==> src/rtl/uart_wb_master.sv <==
// Wishbone classic initiator for the UART register-file slave: one bus cycle per local command.
// Optional macro UART_WBM_TIMEOUT_EN adds an ACCESS watchdog that aborts with rsp_err_o.
module uart_wb_master #(
    parameter int DATA_BUS_WIDTH_8 = 0,
    parameter int WORD_SIZE_REGS   = 1,
    parameter int LITTLE_ENDIAN    = 1,
    parameter int ADDR_WIDTH       = 5,
    parameter int IDLE_GAP         = 2,
    parameter int TIMEOUT_CYCLES   = 16,
    localparam int DATA_WIDTH      = (DATA_BUS_WIDTH_8 != 0) ? 8 : 32
) (
    input  logic                  clk,
    input  logic                  wb_rst_n,
    input  logic                  cmd_valid_i,
    output logic                  cmd_ready_o,
    input  logic                  cmd_we_i,
    input  logic [ADDR_WIDTH-1:0] cmd_adr_i,
    input  logic [7:0]            cmd_dat_i,
    output logic                  rsp_valid_o,
    output logic [7:0]            rsp_dat_o,
    output logic                  rsp_err_o,
    output logic                  busy_o,
    output logic                  wb_cyc_o,
    output logic                  wb_stb_o,
    output logic                  wb_we_o,
    output logic [ADDR_WIDTH-1:0] wb_adr_o,
    output logic [3:0]            wb_sel_o,
    output logic [DATA_WIDTH-1:0] wb_dat_o,
    input  logic [DATA_WIDTH-1:0] wb_dat_i,
    input  logic                  wb_ack_i
);

    localparam logic [1:0] S_IDLE   = 2'd0;
    localparam logic [1:0] S_ACCESS = 2'd1;
    localparam logic [1:0] S_RESP   = 2'd2;
    localparam logic [1:0] S_GAP    = 2'd3;

    localparam int GAP_W = (IDLE_GAP > 1) ? $clog2(IDLE_GAP) : 1;
    localparam logic [GAP_W-1:0] GAP_LAST = GAP_W'((IDLE_GAP > 0) ? IDLE_GAP - 1 : 0);

`ifdef UART_WBM_TIMEOUT_EN
    localparam int TMO_W = (TIMEOUT_CYCLES > 2) ? $clog2(TIMEOUT_CYCLES) : 1;
    localparam logic [TMO_W-1:0] TMO_LAST = TMO_W'(TIMEOUT_CYCLES - 1);
`endif

    logic [1:0]            state_q, state_d;
    logic                  stb_q, stb_d;
    logic                  we_q, we_d;
    logic [ADDR_WIDTH-1:0] adr_q, adr_d;
    logic [3:0]            sel_q, sel_d;
    logic [DATA_WIDTH-1:0] dat_q, dat_d;
    logic [1:0]            lane_q, lane_d;
    logic                  rsp_valid_q, rsp_valid_d;
    logic [7:0]            rsp_dat_q, rsp_dat_d;
    logic [GAP_W-1:0]      gap_cnt_q, gap_cnt_d;
`ifdef UART_WBM_TIMEOUT_EN
    logic                  rsp_err_q, rsp_err_d;
    logic [TMO_W-1:0]      tmo_cnt_q, tmo_cnt_d;
`endif

    logic [ADDR_WIDTH-1:0] adr_map;
    logic [1:0]            lane_sel;
    logic [31:0]           wdata_wide;
    logic [31:0]           rdata_wide;
    logic [7:0]            rd_byte;

    // Byte-lane steering: only the byte-register layout on a 32-bit bus uses lanes other than 0.
    always_comb begin
        adr_map  = cmd_adr_i;
        lane_sel = 2'b00;
        if (DATA_BUS_WIDTH_8 != 0) begin
            adr_map = cmd_adr_i;
        end else if (WORD_SIZE_REGS != 0) begin
            adr_map = {cmd_adr_i[ADDR_WIDTH-3:0], 2'b00};
        end else begin
            adr_map  = {cmd_adr_i[ADDR_WIDTH-1:2], 2'b00};
            lane_sel = (LITTLE_ENDIAN != 0) ? cmd_adr_i[1:0] : ~cmd_adr_i[1:0];
        end
    end

    assign wdata_wide = {24'h000000, cmd_dat_i} << {lane_sel, 3'b000};
    assign rdata_wide = 32'(wb_dat_i);
    assign rd_byte    = rdata_wide[{lane_q, 3'b000} +: 8];

    // Strobe rises one cycle after accept so address, select and data are already stable.
    always_comb begin
        state_d     = state_q;
        stb_d       = stb_q;
        we_d        = we_q;
        adr_d       = adr_q;
        sel_d       = sel_q;
        dat_d       = dat_q;
        lane_d      = lane_q;
        rsp_valid_d = 1'b0;
        rsp_dat_d   = rsp_dat_q;
        gap_cnt_d   = gap_cnt_q;
`ifdef UART_WBM_TIMEOUT_EN
        rsp_err_d   = rsp_err_q;
        tmo_cnt_d   = tmo_cnt_q;
`endif
        case (state_q)
            S_IDLE: begin
                if (cmd_valid_i) begin
                    state_d   = S_ACCESS;
                    we_d      = cmd_we_i;
                    adr_d     = adr_map;
                    sel_d     = 4'b0001 << lane_sel;
                    dat_d     = DATA_WIDTH'(wdata_wide);
                    lane_d    = lane_sel;
                    rsp_dat_d = 8'h00;
`ifdef UART_WBM_TIMEOUT_EN
                    rsp_err_d = 1'b0;
                    tmo_cnt_d = '0;
`endif
                end
            end
            S_ACCESS: begin
                if (!stb_q) begin
                    stb_d = 1'b1;
                end else if (wb_ack_i) begin
                    stb_d       = 1'b0;
                    we_d        = 1'b0;
                    rsp_valid_d = 1'b1;
                    rsp_dat_d   = we_q ? 8'h00 : rd_byte;
                    state_d     = S_RESP;
`ifdef UART_WBM_TIMEOUT_EN
                end else if (tmo_cnt_q == TMO_LAST) begin
                    stb_d       = 1'b0;
                    we_d        = 1'b0;
                    rsp_valid_d = 1'b1;
                    rsp_dat_d   = 8'h00;
                    rsp_err_d   = 1'b1;
                    state_d     = S_RESP;
                end else begin
                    tmo_cnt_d = tmo_cnt_q + 1'b1;
`endif
                end
            end
            S_RESP: begin
                gap_cnt_d = '0;
                state_d   = (IDLE_GAP == 0) ? S_IDLE : S_GAP;
            end
            default: begin
                if (gap_cnt_q == GAP_LAST) begin
                    state_d = S_IDLE;
                end else begin
                    gap_cnt_d = gap_cnt_q + 1'b1;
                end
            end
        endcase
    end

    always_ff @(posedge clk or negedge wb_rst_n) begin
        if (!wb_rst_n) begin
            state_q     <= S_IDLE;
            stb_q       <= 1'b0;
            we_q        <= 1'b0;
            adr_q       <= '0;
            sel_q       <= 4'b0000;
            dat_q       <= '0;
            lane_q      <= 2'b00;
            rsp_valid_q <= 1'b0;
            rsp_dat_q   <= 8'h00;
            gap_cnt_q   <= '0;
`ifdef UART_WBM_TIMEOUT_EN
            rsp_err_q   <= 1'b0;
            tmo_cnt_q   <= '0;
`endif
        end else begin
            state_q     <= state_d;
            stb_q       <= stb_d;
            we_q        <= we_d;
            adr_q       <= adr_d;
            sel_q       <= sel_d;
            dat_q       <= dat_d;
            lane_q      <= lane_d;
            rsp_valid_q <= rsp_valid_d;
            rsp_dat_q   <= rsp_dat_d;
            gap_cnt_q   <= gap_cnt_d;
`ifdef UART_WBM_TIMEOUT_EN
            rsp_err_q   <= rsp_err_d;
            tmo_cnt_q   <= tmo_cnt_d;
`endif
        end
    end

    assign cmd_ready_o = (state_q == S_IDLE);
    assign busy_o      = (state_q != S_IDLE);
    assign wb_cyc_o    = stb_q;
    assign wb_stb_o    = stb_q;
    assign wb_we_o     = we_q;
    assign wb_adr_o    = adr_q;
    assign wb_sel_o    = sel_q;
    assign wb_dat_o    = dat_q;
    assign rsp_valid_o = rsp_valid_q;
    assign rsp_dat_o   = rsp_dat_q;
`ifdef UART_WBM_TIMEOUT_EN
    assign rsp_err_o   = rsp_err_q;
`else
    assign rsp_err_o   = 1'b0;
`endif

endmodule

==> config.mk <==
export PLATFORM = sky130hd
export DESIGN_NAME = uart_wb_master
export DESIGN_NICKNAME = d
export VERILOG_FILES = /design/src/rtl/uart_wb_master.sv
export SDC_FILE = /design/constraint.sdc
export NUM_CORES = 1
export LEC_CHECK = 0
export ABC_AREA = 1
export CORE_MARGIN = 1
export CORE_UTILIZATION = 37
export DETAILED_ROUTE_END_ITERATION = 10
export GPL_TIMING_DRIVEN = 0
export PLACE_DENSITY = 0.85
export SYNTH_ARGS = -nofsm -noshare
export SYNTH_HDL_FRONTEND = slang
export SYNTH_SLANG_ARGS = --single-unit
==> constraint.sdc <==
create_clock -name clk -period 4.4 [get_ports clk]
set_input_delay 1.1 -clock clk [delete_from_list [all_inputs] [get_ports clk]]
set_output_delay 1.1 -clock clk [all_outputs]
set_load 0.02 [all_outputs]
==> results of run 1 <==
## power groups by stage
stage	sequential, mW	clock (mW)	combinational, mW
2_1_floorplan	0.532	0	0.424
3_3_place_gp	0.415	0	0.844
3_5_place_dp	0.422	0	0.861
4_1_cts	0.418	0.198	0.863
5_1_grt	0.430	0.209	0.937
6_report	0.417	0.195	0.856
## area by class of cell
cell class                 count  area (sq um)
tap                           48          60.1
buffer                        32           244
inverter                      20          75.1
timing repair buffer          49           490
clock buffer                   3          41.3
fill                         343          1550
sequential                    26           651
clock inverter                 1          30.0
multi-input combinational    112           629
## logic make-up (layout without fill, tap and decap cells)
kind of cell,count (synthesis),in the layout,synth area share (%)
buffers and inverters,52,105,21.4
multiplexers,11,11,10.6
adder cells (fa/ha/maj),5,5,4.20
other,1,30,0.252
AO/OA/AOI/OAI,6,6,3.11
AND/OR/NAND/NOR,60,60,16.8
flip-flops,26,26,43.7
## state kept, by name (all words and copies together) (netlist names)
register and count:
rsp_valid_o 1, state_q 2, gap_cnt_q 1, wb_we_o 1
wb_cyc_o 1, wb_dat_o 8, rsp_dat_o 8, wb_sel_o 1
wb_adr_o 3
## layer usage
layer | wire [microns] | part of all wire (%) | vias up
met2 | 1540 | 53 | 45
met3 | 226 | 7.7 | 2
met1 | 1150 | 39 | 529
met4 | 11 | 0.38 | 0
li1 | - | - | 596
met5 | 0 | 0 | -
## cell usage after synthesis, drive strengths merged
cell type and instances:
conb 1, o21ai 3, nor2 13, nand3 10
nand2 36, mux2 11, ha 5, o21bai 2
a21oi 1, dfrtp 26, buf 32, nand4 1
inv 20
## worst max-delay path, delay by kind of cell (launching register included)
kind	cells	cell delay, ns
adder cells (fa/ha/maj)	1	0.30
flip-flops	1	0.40
buffers and inverters	3	0.85
## layout by cell type, fill, tap and decap left out
| cell type | n |
|---|---|
| inv_1 | 18 |
| a21oi_1 | 1 |
| nand2_1 | 34 |
| nand2_2 | 1 |
| nor2_1 | 13 |
| clkdlybuf4s50_1 | 49 |
| o21bai_1 | 2 |
| nand4_1 | 1 |
| inv_2 | 2 |
| o21ai_0 | 2 |
| nand2_4 | 1 |
| clkbuf_8 | 3 |
| buf_4 | 31 |
| mux2_4 | 9 |
| buf_6 | 1 |
| ha_1 | 5 |
| nand3_1 | 10 |
| dfrtp_1 | 26 |
| mux2_2 | 2 |
| o21ai_4 | 1 |
| bufinv_16 | 1 |
| conb_1 | 30 |
## metrics by stage
step	worst slack (ns)	cells	instance area [sq um]	hold slack, ns	total power [mW]
floorplan	2.27	190	1600	0.454	0.957
global placement	1.78	287	2150	0.448	1.26
detailed placement	1.78	287	2150	0.458	1.28
CTS	1.48	291	2220	0.481	1.48
global route	1.38	291	2220	0.490	1.58
finish	1.49	291	2220	0.477	1.47
## path summary, 6_finish.rpt
check / startpoint / to / slack (ns) / cells past startpoint
max in group asynchronous: wb_rst_n / gap_cnt_q / 2.31 / 1
max: state_q[0] / busy_o / 1.49 / 4
min reg2reg: rsp_dat_o[3] / rsp_dat_o[3] / 0.48 / 2
min: rsp_dat_o[3] / rsp_dat_o[3] / 0.48 / 2
max reg2reg: state_q[0] / wb_we_o / 2.78 / 7
min in group asynchronous: wb_rst_n / rsp_dat_o[6] / 1.43 / 1
==> summary.txt, run 1 <==
Place
  • Port Buffers: 49
  • DP Wirelength: 2380 microns
  • Routability cong.: 0.724

Min path
  • Hold WC Path Type: reg -> reg

Timing
  • Final setup viols: 0
  • Actual slew at the worst max-slew pin: 1.11 ns
  • Slew Limit Fails: 0
  • Setup_tns: 0 ns
  • F_max: 0.343 GHz
  • Minimum clock period: 2.91 ns
  • Clock Skews: 0.00112 ns
  • RSZ-0062 raised after global routing: false
  • Final worst-path cycle share: 66.2%
  • Rel. slew slack: 25.6%
  • Final hold violation count: 0

Clock tree
  • Inserted Clock Buffers: 3
  • Htree depth: 1
  • Clock Path Buffers: 2
  • Post_cts resized: 0
  • Clock latency on the worst-skew pair: 0.26 ns
  • CTS Hold Bufs: 0
  • Post-CTS Repair Setup Buffers: 0
  • CTS tree: built
  • Clk sinks: 26
  • Reg clk slew, reported paths: 0.09 ns
  • CTS Root Cell: clkbuf_8

Layout
  • Layout cells sized above 1: 21.4%
  • N_diodes: 0
  • Final core occ: 58.9%
  • NumNets Final: 299
  • P&R area growth vs syn: 49.0%

Logic synthesis
  • Post-Syn Area per Cell: 9.26 sq um
  • Cell count after synthesis: 161
  • Synthesized flop and latch total: 26
  • Yosys top cell area share: 43.7%
  • Yosys top cell by area: dfrtp_1
  • YS warnings: 0
  • Seq/Total Area, Yosys: 43.7%
  • Most area-consuming cells after synthesis: dfrtp_1, buf_4, mux2_4, nand2_1, inv_1
  • Count of cell types in the netlist: 19
  • Mapped Area: 1490 sq um

Setup path
  • Critical Path RT: 3.30 ns
  • Setup CP Type: reg -> out
  • Worst path slowest cell: clkdlybuf4s50_1
  • CP Capture Type: output port
  • Crit path max fanout: 7
  • CP startpoint kind: flip-flop
  • Worst EP arrival: 1.81 ns
  • Crit path cell chain: inv_1, ha_1, inv_2, clkdlybuf4s50_1
  • Slowest stage delay, CP: 0.62 ns

Global route
  • Met3 usage: 3.30%
  • Global-route usage over all layers: 14.5%
  • Total gr overflow: 0
  • Global Route met2 Usage: 27.1%
  • Vias in the first global route: 1100
  • Largest net degree at the start of global routing: 27
  • Global routing's busiest layer: met2
  • Met1 GRT Util: 16.4%
  • First-pass GRT wire length: 4790 microns
  • Initial antenna violation count: 0

Drt
  • Via count: 1172
  • WL final: 2930 microns
  • WL/cell: 10.1 microns
  • Pre-antenna DRT Iters: 4
  • Number of routed nets with antenna violations: 0
  • Initial detailed-routing violation count: 106
  • Vias/cell: 4.03
  • # DRC: 0

Die
  • Starting Density: 39.5%
  • CORE AREA: 3770 sq um
  • Die W: 65.5 microns
  • Die ar.: 4290 sq um
  • Die height: 65.5 microns
  • Ports: 106
  • Rows: 22

Power and ir drop
  • Int Pwr: 0.878 mW
  • Worst vdd ir: 0.233 mV
  • Reg power frac: 28.4%
  • Leak: 1.22 nW
  • Comb power frac: 58.3%
  • Clock network power share: 13.3%
  • Power Density: 661 nW/um^2
  • Switching power total: 0.590 mW
  • Sw Ratio: 40.2%

Flow run
  • Max Cap Violations: 0

Status
  • Status: finished clean
Note: power is estimated with default switching activity, not from simulation.
==> inputs of run 2 (changes only) <==
--- a/config.mk
+++ b/config.mk
@@ -7,10 +7,10 @@
 export LEC_CHECK = 0
 export ABC_AREA = 1
 export CORE_MARGIN = 1
-export CORE_UTILIZATION = 37
+export CORE_UTILIZATION = 35
 export DETAILED_ROUTE_END_ITERATION = 10
 export GPL_TIMING_DRIVEN = 0
-export PLACE_DENSITY = 0.85
+export PLACE_DENSITY = 0.81
 export SYNTH_ARGS = -nofsm -noshare
 export SYNTH_HDL_FRONTEND = slang
 export SYNTH_SLANG_ARGS = --single-unit
==> constraint.sdc (replaced) <==
create_clock -name clk -period 2.7 [get_ports clk]
set_input_delay 0.675 -clock clk [delete_from_list [all_inputs] [get_ports clk]]
set_output_delay 0.675 -clock clk [all_outputs]
set_load 0.02 [all_outputs]
==> summary.txt, run 2 (synthesis results as in run 1) <==
Layout
  • NumNets Final: 299 (unchanged)
  • Layout cells sized above 1: 21.1% (-0.32 points)
  • N_diodes: 0 (unchanged)
  • Most frequent cells in the layout: clkdlybuf4s50_1, nand2_1, buf_4
  • P&R area growth vs syn: 47.2%
  • Most common cell after layout, fill and taps aside: clkdlybuf4s50_1
  • Number of fill cells: 369 (+7.6%)

Flow run
  • Max Cap Violations: 0 (unchanged)

Clock tree
  • CTS Root Cell: clkbuf_8
  • Clock latency on the worst-skew pair: 0.26 ns (about the same)
  • Post-CTS Repair Setup Buffers: 0 (unchanged)
  • CTS tree: built
  • Clk sinks: 26 (unchanged)
  • Reg clk slew, reported paths: 0.08 ns (about the same)
  • Clock Path Buffers: 2 (unchanged)
  • CTS Hold Bufs: 0 (unchanged)
  • Htree depth: 1 (unchanged)
  • Inserted Clock Buffers: 3 (unchanged)
  • Post_cts resized: 0 (unchanged)

Timing
  • Clock Skews: 0.00317 ns (+0.00205 ns)
  • Minimum clock period: 2.51 ns
  • Final hold violation count: 0 (unchanged)
  • Slew Limit Fails: 0 (unchanged)
  • F_max: 0.399 GHz
  • Final setup viols: 0 (unchanged)
  • Hold Worst Slack: 0.472 ns (-0.00479 ns)
  • Rel. slew slack: 24.4% (-1.2 points)
  • Final worst-path cycle share: 92.9%
  • Actual slew at the worst max-slew pin: 1.13 ns (+0.0178 ns)
  • Setup_tns: 0 ns (unchanged)
  • RSZ-0062 raised after global routing: false

Setup path
  • Worst path slowest cell: clkdlybuf4s50_1
  • CP startpoint kind: flip-flop
  • Crit path max fanout: 7 (unchanged)
  • Setup CP Type: reg -> out
  • Worst EP arrival: 1.83 ns (+0.02 ns)
  • Slowest stage delay, CP: 0.61 ns (about the same)
  • Reg2reg path depth: 7 (unchanged)
  • Top delay family on crit path: buffers and inverters
  • Critical Path RT: 2.03 ns (-1.27 ns)
  • CP endpoint: busy_o
  • Crit path launch: state_q[0]
  • Worst Path Buf+Inv: 3 (unchanged)
  • Reg-to-Reg Start: state_q[0]
  • Reg-to-Reg End: rsp_dat_o[0]
  • Critical path depth in cells: 4 (unchanged)
  • Crit path cell chain: inv_1, ha_1, inv_2, clkdlybuf4s50_1
  • CP Capture Type: output port
  • Reg2reg setup slack: 1.07 ns (-1.71 ns)

Drt
  • Initial detailed-routing violation count: 22 (-79%)
  • Vias/cell: 4.07 (+1.0%)
  • WL/cell: 9.57 microns (-4.9%)
  • # DRC: 0 (unchanged)
  • Via count: 1188 (+1.4%)
  • Pre-antenna DRT Iters: 4 (unchanged)
  • WL final: 2800 microns (-4.5%)
  • Number of routed nets with antenna violations: 0 (unchanged)

Global route
  • Largest net degree at the start of global routing: 27 (unchanged)
  • Total gr overflow: 0 (unchanged)
  • Global-route usage over all layers: 12.9% (-1.6 points)
  • First-pass GRT wire length: 4370 microns (-8.8%)
  • Initial antenna violation count: 0 (unchanged)
  • Vias in the first global route: 1056 (-4.0%)

Min path
  • Hold WC Path Type: reg -> reg

Die
  • Die height: 67.3 microns (+2.7%)
  • Ports: 106 (unchanged)
  • CORE AREA: 4060 sq um (+7.6%)
  • Starting Density: 36.7% (-2.8 points)
  • Die W: 67.3 microns (+2.7%)
  • Die ar.: 4520 sq um (+5.5%)
  • Rows: 23 (+4.5%)

Place
  • Port Buffers: 49 (unchanged)
  • Routability cong.: 0.746 (+3.0%)
  • DP Wirelength: 2250 microns (-5.3%)

Status
  • Status: finished clean

Power and ir drop
  • Leak: 1.20 nW (-1.2%)
  • Power Density: 1040 nW/um^2 (+58%)
  • Worst vdd ir: 0.325 mV (+40%)
==> run 2: changes by cell type in the layout (fill, tap and decap cells not counted) <==
cell / change
bufinv_16: -1
==> run 2: through the flow <==
| step | std cells | cell area [sq um] | power, mW | setup slack, ns | util [%] |
|---|---|---|---|---|---|
| 2_1_floorplan | 190 | 1600 | 1.56 | 0.996 | - |
| 3_3_place_gp | 289 | 2150 | 2.06 | 0.495 | 53.0 |
| 3_5_place_dp | 289 | 2150 | 2.10 | 0.478 | 53.0 |
| 4_1_cts | 292 | 2190 | 2.32 | 0.178 | 54.1 |
| 5_1_grt | 292 | 2190 | 2.46 | 0.109 | 54.1 |
| 6_report | 292 | 2190 | 2.29 | 0.191 | 54.1 |
==> run 2: worst min path at each step <==
stage | startpoint | end | slack (ns) | cells past startpoint
2_1_floorplan | wb_rst_n | gap_cnt_q | 0.38 | 0
3_3_place_gp | wb_sel_o[0] | wb_sel_o[0] | 0.45 | 2
3_5_place_dp | wb_sel_o[0] | wb_sel_o[0] | 0.45 | 2
4_1_cts | wb_sel_o[0] | wb_sel_o[0] | 0.48 | 2
5_1_grt | rsp_dat_o[5] | rsp_dat_o[5] | 0.50 | 2
6_report | wb_sel_o[0] | wb_sel_o[0] | 0.47 | 2
==> run 2: layout make-up <==
cell class,count,area (sq um),share of cell area [%]
Sequential cell,26,651,29.7
Multi-Input combinational cell,112,629,28.7
Timing Repair Buffer,49,490,22.4
Buffer,32,244,11.1
Inverter,20,75.1,3.42
Tap cell,50,62.6,2.85
Clock buffer,3,41.3,1.88
==> run 2: tightest hold or removal path, stage by stage, from the launching register on <==
cell and delay [ns]:
dfrtp_1 0.35, inv_1 0.04, nand2_1 0.05
==> run 2: power by group <==
| part | switching [mW] | internal, mW | leakage (nW) |
|---|---|---|---|
| registers | 0.102 | 0.571 | 0.321 |
| logic | 0.745 | 0.663 | 0.861 |
| clock network | 0.109 | 0.0996 | 0.0216 |
==> run 2: metal layers <==
layer  global-route usage, %  wire [microns]  part of all wire [%]
met1                    13.6            1080                    39
met2                    23.0            1410                    50
met3                    4.22             290                    10
met4                    5.85              16                  0.57
met5                       0               0                     0
==> inputs of run 3 (changes only) <==
--- a/config.mk
+++ b/config.mk
@@ -6,7 +6,6 @@
 export NUM_CORES = 1
 export LEC_CHECK = 0
 export ABC_AREA = 1
-export CORE_MARGIN = 1
 export CORE_UTILIZATION = 35
 export DETAILED_ROUTE_END_ITERATION = 10
 export GPL_TIMING_DRIVEN = 0
==> results of run 3 <==
No change in the layout: final DEF, timing and power equal those of run 2.
